<file path="src/rtl/out_display_if.sv">
// rtl/out_display_if.sv - value/load input and display pin bundle for out_display
interface out_display_if;
  logic [7:0] i_value;
  logic       i_load;
  logic [6:0] o_seg;
  logic       o_dp;
  logic [3:0] o_an;
  logic       o_busy;

  modport master (output i_value, i_load, input o_seg, o_dp, o_an, o_busy);
  modport slave  (input i_value, i_load, output o_seg, o_dp, o_an, o_busy);
endinterface

</file>
<file path="src/rtl/out_display.sv">
// rtl/out_display.sv - latches an 8-bit value, converts it with double dabble and
// drives a 4-digit multiplexed common-anode 7-segment display
module out_display #(
  parameter int REFRESH_DIV = 1024,
  parameter int SIGNED_MODE = 0
) (
  input logic         i_clk,
  input logic         i_rst,
  out_display_if.slave bus
);
  typedef enum logic [1:0] {IDLE, CONV, LATCH} state_t;

  localparam logic [15:0] REFRESH_TC = 16'(REFRESH_DIV - 1);
  localparam logic [6:0]  SEG_MINUS  = 7'b0111111;
  localparam logic [6:0]  SEG_BLANK  = 7'b1111111;

  state_t      state;
  logic [7:0]  bin;
  logic [11:0] bcd;
  logic [2:0]  bit_cnt;
  logic        work_neg;
  logic        pend;
  logic [7:0]  pend_mag;
  logic        pend_neg;
  logic [3:0]  disp_h, disp_t, disp_o;
  logic        disp_neg;
  logic [15:0] refresh_cnt;
  logic [1:0]  idx;

  logic        in_neg;
  logic [7:0]  in_mag;

  always_comb begin
    in_neg = (SIGNED_MODE != 0) && bus.i_value[7];
    in_mag = in_neg ? (~bus.i_value + 8'd1) : bus.i_value;
  end

  function automatic logic [11:0] add3(input logic [11:0] b);
    logic [11:0] r;
    r = b;
    for (int n = 0; n < 3; n++) begin
      if (b[n*4 +: 4] >= 4'd5) r[n*4 +: 4] = b[n*4 +: 4] + 4'd3;
    end
    return r;
  endfunction

  function automatic logic [6:0] glyph(input logic [3:0] d);
    case (d)
      4'd0:    return 7'b1000000;
      4'd1:    return 7'b1111001;
      4'd2:    return 7'b0100100;
      4'd3:    return 7'b0110000;
      4'd4:    return 7'b0011001;
      4'd5:    return 7'b0010010;
      4'd6:    return 7'b0000010;
      4'd7:    return 7'b1111000;
      4'd8:    return 7'b0000000;
      4'd9:    return 7'b0010000;
      default: return SEG_BLANK;
    endcase
  endfunction

  always_ff @(posedge i_clk or posedge i_rst) begin
    if (i_rst) begin
      state    <= IDLE;
      bin      <= '0;
      bcd      <= '0;
      bit_cnt  <= '0;
      work_neg <= 1'b0;
      pend     <= 1'b0;
      pend_mag <= '0;
      pend_neg <= 1'b0;
      disp_h   <= '0;
      disp_t   <= '0;
      disp_o   <= '0;
      disp_neg <= 1'b0;
    end else begin
      // A load that cannot be taken right now is queued, last one wins
      if (bus.i_load && state != IDLE) begin
        pend     <= 1'b1;
        pend_mag <= in_mag;
        pend_neg <= in_neg;
      end
      case (state)
        IDLE: begin
          if (pend || bus.i_load) begin
            bin      <= pend ? pend_mag : in_mag;
            work_neg <= pend ? pend_neg : in_neg;
            bcd      <= '0;
            bit_cnt  <= '0;
            state    <= CONV;
            // A load arriving while the pending value starts is re-queued, not lost
            pend     <= pend && bus.i_load;
            if (pend && bus.i_load) begin
              pend_mag <= in_mag;
              pend_neg <= in_neg;
            end
          end
        end
        CONV: begin
          {bcd, bin} <= {add3(bcd), bin} << 1;
          bit_cnt    <= bit_cnt + 3'd1;
          if (bit_cnt == 3'd7) state <= LATCH;
        end
        LATCH: begin
          disp_h   <= bcd[11:8];
          disp_t   <= bcd[7:4];
          disp_o   <= bcd[3:0];
          disp_neg <= work_neg;
          state    <= IDLE;
        end
        default: state <= IDLE;
      endcase
    end
  end

  always_ff @(posedge i_clk or posedge i_rst) begin
    if (i_rst) begin
      refresh_cnt <= '0;
      idx         <= '0;
    end else if (refresh_cnt == REFRESH_TC) begin
      refresh_cnt <= '0;
      idx         <= idx + 2'd1;
    end else begin
      refresh_cnt <= refresh_cnt + 16'd1;
    end
  end

  logic [6:0] seg_mux;

  always_comb begin
    seg_mux = SEG_BLANK;
    case (idx)
      2'd3: seg_mux = disp_neg ? SEG_MINUS : SEG_BLANK;
      2'd2: seg_mux = (disp_h == 4'd0) ? SEG_BLANK : glyph(disp_h);
      2'd1: seg_mux = (disp_h == 4'd0 && disp_t == 4'd0) ? SEG_BLANK : glyph(disp_t);
      default: seg_mux = glyph(disp_o);
    endcase
  end

  assign bus.o_seg  = seg_mux;
  assign bus.o_an   = ~(4'b0001 << idx);
  assign bus.o_dp   = 1'b1;
  assign bus.o_busy = (state != IDLE) || pend;
endmodule
</file>
<file path="src/flat_wrapper.sv">
// flat-port wrapper written by rule: the top's interface ports become plain ports
module out_display_flat 
#(
  parameter int REFRESH_DIV = 1024,
  parameter int SIGNED_MODE = 0
)
  (i_clk, i_rst, bus_i_value, bus_i_load, bus_o_seg, bus_o_dp, bus_o_an, bus_o_busy);
  out_display_if bus_i ();
  input logic i_clk;
  input logic i_rst;
  input wire logic [$bits(bus_i.i_value)-1:0] bus_i_value;
  input wire logic [$bits(bus_i.i_load)-1:0] bus_i_load;
  output wire logic [$bits(bus_i.o_seg)-1:0] bus_o_seg;
  output wire logic [$bits(bus_i.o_dp)-1:0] bus_o_dp;
  output wire logic [$bits(bus_i.o_an)-1:0] bus_o_an;
  output wire logic [$bits(bus_i.o_busy)-1:0] bus_o_busy;
  assign bus_i.i_value = bus_i_value;
  assign bus_i.i_load = bus_i_load;
  assign bus_o_seg = bus_i.o_seg;
  assign bus_o_dp = bus_i.o_dp;
  assign bus_o_an = bus_i.o_an;
  assign bus_o_busy = bus_i.o_busy;
  out_display #(.REFRESH_DIV(REFRESH_DIV), .SIGNED_MODE(SIGNED_MODE)) u_core (.i_clk(i_clk), .i_rst(i_rst), .bus(bus_i));
endmodule
</file>
<file path="config.mk">
export PLATFORM = sky130hd
export DESIGN_NAME = out_display_flat
export DESIGN_NICKNAME = d
export VERILOG_FILES = /design/src/rtl/out_display_if.sv /design/src/rtl/out_display.sv /design/src/flat_wrapper.sv
export SDC_FILE = /design/constraint.sdc
export NUM_CORES = 1
export LEC_CHECK = 0
export CORE_MARGIN = 2
export CORE_UTILIZATION = 50
export CTS_BUF_LIST = sky130_fd_sc_hd__clkbuf_8 sky130_fd_sc_hd__clkbuf_16
export DETAILED_ROUTE_END_ITERATION = 6
export PLACE_DENSITY = 0.78
export SETUP_SLACK_MARGIN = 0.3
export SLEW_MARGIN = 10
export SYNTH_ARGS = -nofsm -noshare
export SYNTH_HDL_FRONTEND = slang
export SYNTH_SLANG_ARGS = --single-unit
</file>
<file path="constraint.sdc">
create_clock -name i_clk -period 2.7 [get_ports i_clk]
set_input_delay 0.675 -clock i_clk [delete_from_list [all_inputs] [get_ports i_clk]]
set_output_delay 0.675 -clock i_clk [all_outputs]
set_load 0.02 [all_outputs]
</file>
# --- After elaboration in Yosys (flattened, before gate mapping) ---
# Memories as Yosys holds them, arrays and structs flattened.
# Cells that the tools add are included.
totals:
  ff_bits: 67
  latch_bits: 0
  ramBits: 0
  rom_bits: 336
  elab_cells: 80
  memories: 3
memory_table:
  columns: ["memory", "depth", "word_bits", "rd", "rd_clocked_by_memory_dff", "write_ports", "line", "rtl"]
  rows:
  - ["(name not given)", 16, 7, 1, 0, 0, "out_display.sv:48", "case (d)"]
  - ["(name not given)", 16, 7, 1, 0, 0, "out_display.sv:48", null]
  - ["(name not given)", 16, 7, 1, 0, 0, "out_display.sv:48", null]
classes:
  addsub: 6
  n_mul: 0
  div: 0
  n_lt_le_gt_ge: 3
  n_eq_ne: 9
  shifts: 1
  mux: 30
  bitwise_logic: 1
  reduce_logical: 13
ops:
  columns: ["op", "n"]
  rows:
  - ["2-to-1 mux 8 bit", 6]
  - ["case mux 12 bit (2 select lines)", 1]
  - ["2-to-1 mux 7 bit", 3]
  - ["case mux 7 bit (3 select lines)", 1]
  - ["adder 16 x 1 -> 16 bit (second input constant)", 1]
  - ["== test 16 x 10 -> 1 bit (second input constant)", 1]
  - ["2-to-1 mux 16 bit", 1]
  - ["case mux 8 bit (2 select lines)", 1]
  - ["greater-or-equal comparator 4 x 3 -> 1 bit (second input constant)", 3]
  - ["2-to-1 mux 12 bit", 1]
  - ["adder 4 x 2 -> 4 bit (second input constant)", 2]
  - ["zero test 4 bit", 2]
  - ["2-to-1 mux 1 bit", 8]
  - ["2-to-1 mux 4 bit", 2]
  - ["== test 2 bit (second input constant)", 3]
  - ["2-to-1 mux 3 bit", 2]
  - ["case mux 3 bit (2 select lines)", 1]
  - ["AND reduction 2 bit", 3]
  - ["== test 2 x 1 -> 1 bit (second input constant)", 2]
  - ["2-to-1 mux 2 bit", 2]
  - ["inequality test 2 x 1 -> 1 bit (second input constant)", 2]
  - ["inverter 4 bit", 1]
  - ["case mux 2 bit (2 select lines)", 1]
  - ["nonzero test 2 bit", 2]
  - ["other kinds (8)", 11]

# --- Logic depth before layout (Yosys ltp) ---
logic_depth:
  ltp_word: 6
  ltp_mapped: 6
  ltp_nobuf: 6

# --- Worst setup path after synthesis ---
# No wires, ideal clock.
synth_timing:
  path_kind: "register to output"
  from: "register u_core.idx[0]"
  to: "output port bus_o_seg[6]"
  arrival_ns: 1.734
  t_required_ns: 2.025
  slack_ns: 0.291
  path_stages_with_launch: 7
  path_cell_list: "dfrtp_1 inv_1 ha_1 inv_1 a2111oi_0 nor3_1 a32oi_1"
synth_via:
  elab_chain_len: 2
  word_cells_on_any_way: 4
synth_rtl:
  columns: ["element", "line", "rtl"]
  rows:
  - ["start, declared", "out_display.sv:28", "logic [1:0] idx;"]
  - ["start signal, assigned", "out_display.sv:123", "idx <= idx + 2'd1;"]
  - ["== test 2 x 1 -> 1 bit / == test 2 bit (equally long branches)", "out_display.sv:133", "case (idx)"]
  - ["case mux 7 bit (3 select lines) *", "out_display.sv:133", null]
  - ["end, declared", "flat_wrapper.sv:13", "output wire logic [$bits(bus_i.o_seg)-1:0] bus_o_seg;"]
# Every way passes the cells marked *; elsewhere a longest branch is shown, timed or not.

# --- Worst setup path in the final report ---
layout_timing:
  from: "register u_core.idx[1]"
  to: "output port bus_o_seg[3]"
# The elaborated chain is that of the path after synthesis.

==> impl_metrics.yaml <==
die:
  floorplan.die.height_um: 91.5
  fp.dieArea_um2: 8370
  std_cell_rows: 31
  i_o_pin_cnt: 24
  floorplan.die.width_um: 91.5
  core_area_um2: 7330
  initial_utilization_pct: 52.2
clocking:
  clock_tree.root_cell: "sky130_fd_sc_hd__clkbuf_8"
  clk_pin_slew_ns: 0.07
  tritoncts: "done"
  clock_latency_ns: 0.34
  clkSinkCount: 67
  cts.hold.buffers_added: 0
  cts_inserted_buffers: 9
  max-clock-path-buffers: 2
  cts.htree.levels: 3
drt:
  vias: 2888
  total_length_of_routed_met3_wires_um: 337
  drt-wirelength-per-cell_um: 13.9
  total_detailed_routing_wirelength_um: 7470
  drc_errors: 0
  drtAntennaViolNets: 0
  detail_route.wirelength.met1_um: 3380
  route.detailed.vias_per_inst: 5.37
  route.top_layer_used: "met4"
  met2RoutedLength_um: 3600
  drt_pre_antenna_iters: 4
  initialDrtViolationCount: 169
critical_path:
  worst-endpoint-required_ns: 2.03
  worst_setup_path_type: "flop to output pin"
  end_kind: "output pin"
  cp_max_fo: 3
  worst_setup_path_start_kind: "flop"
  timing.critical_path.arrival_ns: 1.94
final_layout:
  n_antenna_cell: 0
  final_util_pct: 63.0
  layout-area-overhead-vs-synth_pct: 20.6
  nNetsFinal: 476
  fillerInstances: 606
  final-instance-count-excl-fill: 538
  drive_gt1_share_pct: 21.4
  post_route_standard_cell_area_excluding_fillers_um2: 4620
status:
  run_status: "finished, final reports clean"
sta:
  layout_setup_ws_ns: 0.0900
  timing.fmax_ghz: 0.383
  finalClockSkew_ns: 0.00946
  report.final.slew_viol_count: 0
  final_hold_viol_count: 0
  tightest_slew_ns: 0.645
  setup_repair_after_global_routing_missed_its_margin: "yes"
  timing.final.crit_period_ns: 2.61
  post-route-period-util_pct: 96.7
  relSlewSlack_pct: 56.9
  setup-violations-final: 0
synthesis:
  postSynth.asyncResetShare_pct: 100
  syn_warnings: 0
  synth_top_area_cell: "sky130_fd_sc_hd__dfrtp_1"
  postSynthCellCount: 392
  synthTopCellsByArea: "sky130_fd_sc_hd__dfrtp_1 (44%), sky130_fd_sc_hd__ha_1 (9.5%), sky130_fd_sc_hd__mux2_2 (5.6%), sky130_fd_sc_hd__o21ai_0 (4.7%), sky130_fd_sc_hd__nand2_1 (3.5%)"
  synth_enable_flop_cells: 0
  synth_cell_types: 53
  synth-main-ff-cell: "sky130_fd_sc_hd__dfrtp_1"
  syn_nets: 432
  yosysSeqAreaShare_pct: 43.8
  most_common_cell_in_the_synthesized_netlist: "sky130_fd_sc_hd__dfrtp_1"
  synth_area_per_cell_um2: 9.76
  syn_area_um2: 3830
  synth_top_area_share_pct: 43.8
  ys_seq_elements: 67
  synth_common_cells: "sky130_fd_sc_hd__dfrtp_1 (67), sky130_fd_sc_hd__nand2_1 (36), sky130_fd_sc_hd__o21ai_0 (36), sky130_fd_sc_hd__ha_1 (29), sky130_fd_sc_hd__nor2_1 (28)"
flow_run:
  drv.max_cap_violation_count: 0
global_route:
  first_global_vias: 2934
  grt-ovfl-total: 0
  grtUsageTotal_pct: 19.6
  pin_count_of_the_biggest_net_entering_global_routing: 48
  grt_antenna_before_repair: 0
  first_pass_grt_wire_length_um: 13300
placed_design:
  place.port_buffers: 22
  numPlacedInstances: 520
  place_congestion: 0.934
  placement_stage_worst_setup_slack_ns: -0.0574
  hpwl_um: 5400
  placed_cell_area_um2: 4290
pwr:
  power.density_nw_per_um2: 983
  leakage_power_of_the_design_nw: 2.10
  peakVddDrop_mv: 0.439
min_path:
  worstHoldPathType: "flop to flop"
## logic make-up (layout without fill, tap and decap cells)
family                   after synthesis  in the layout  synth area share, %
AND/OR/NAND/NOR                      114            114                 14.6
AO/OA/AOI/OAI                         90             90                 14.7
flip-flops                            67             67                 43.8
buffers and inverters                 43             90                 4.67
multiplexers                          30             30                 8.50
adder cells (fa/ha/maj)               29             29                 9.48
XOR/XNOR                              18             18                 4.12
other                                  1              1               0.0980
## placed cells by master (no fill, tap or decap), drive strengths merged, types with 2 or more instances in the layout
cell	synthesis	routed
nand2	37	37
nand2b	9	9
a21oi	18	18
nor2	28	28
clkdlybuf4s50	0	11
bufinv	0	2
o22ai	7	7
xor2	4	4
o21a	3	3
nand3b	2	2
clkbuf	9	11
a32oi	5	5
or2	2	2
nand3	10	10
nor3	8	8
xnor2	14	14
ha	29	29
mux2i	10	10
dfrtp	67	67
a22o	6	6
and2	2	2
buf	8	35
o31ai	2	2
nand4	2	2
o211ai	2	2
nor3b	3	3
dlygate4sd2	0	4
a21o	2	2
nor2b	6	6
mux2	20	20
inv	26	27
o21ai	36	36
## layout make-up
cell class	instances	area (µm²)	area share, %
flip-flops and latches	67	1680	36.4
repair buffers	50	428	9.27
inverters	26	97.6	2.11
well taps	99	124	2.68
multi-input cells	282	2070	44.9
clock buffers	11	151	3.28
clock inverters	3	63.8	1.38
## what timing repair did
action | 4_1_cts | 5_1_grt
pin swaps | 11 | 3
setup endpoints to repair | 11 | 7
gates resized for setup | 64 | 6
setup buffers | 4 | 0
## stage by stage
step	hold WS, ns	total power, W	setup TNS [ns]
after floorplan	0.447	0.00295	0
after global placement	0.463	0.00347	-0.0384
after detailed placement	0.464	0.00357	-0.141
after CTS	0.478	0.00453	0
after global routing	0.509	0.00490	0
final	0.476	0.00454	0
## state kept, by name, indices dropped and copies added (netlist names), 2 cells and up
signal / flops
u_core.refresh_cnt: 16
u_core.bcd: 12
u_core.bin: 8
u_core.pend_mag: 8
u_core.disp_h: 4
u_core.disp_o: 4
u_core.disp_t: 4
u_core.bit_cnt: 3
u_core.idx: 2
u_core.state: 2
## where the power goes
group          switching [W]  internal [W]  total (W)
Combinational        0.00111      0.000969    0.00208
Sequential          0.000278       0.00128    0.00156
Clock               0.000348      0.000557   0.000905
Total                0.00173       0.00281    0.00454
## worst max-delay path, cell delays in order, from the launching register on
cell and delay, ns:
sky130_fd_sc_hd__dfrtp_1 0.39, sky130_fd_sc_hd__inv_2 0.08, sky130_fd_sc_hd__ha_4 0.16, sky130_fd_sc_hd__or2_4 0.25, sky130_fd_sc_hd__a41oi_2 0.18, sky130_fd_sc_hd__nand2_1 0.10, sky130_fd_sc_hd__o32a_1 0.31, sky130_fd_sc_hd__buf_6 0.14
## metal layers
metal	track usage [%]	up-vias
met1	24.9	1358
met4	7.95	0
met2	31.4	71
li1	-	1443
met5	0	-
met3	5.39	16
## worst paths after layout
kind / from / end / slack (ns) / depth (start not counted)
worst min-delay path: u_core.refresh_cnt[15]$_DFF_PP0_ / u_core.refresh_cnt[15]$_DFF_PP0_ / 0.48 / 1
worst min register to register: u_core.refresh_cnt[15]$_DFF_PP0_ / u_core.refresh_cnt[15]$_DFF_PP0_ / 0.48 / 1
max in group asynchronous: i_rst / u_core.disp_t[2]$_DFFE_PP0N_ / 1.43 / 3
worst max-delay path: u_core.idx[1]$_DFFE_PP0N_ / bus_o_seg[3] / 0.09 / 7
worst max register to register: u_core.refresh_cnt[0]$_DFF_PP0_ / u_core.idx[1]$_DFFE_PP0N_ / 0.93 / 6
min in group asynchronous: i_rst / u_core.pend_mag[1]$_DFF_PP0_ / 0.67 / 2
(Power assumes the default switching activity.)
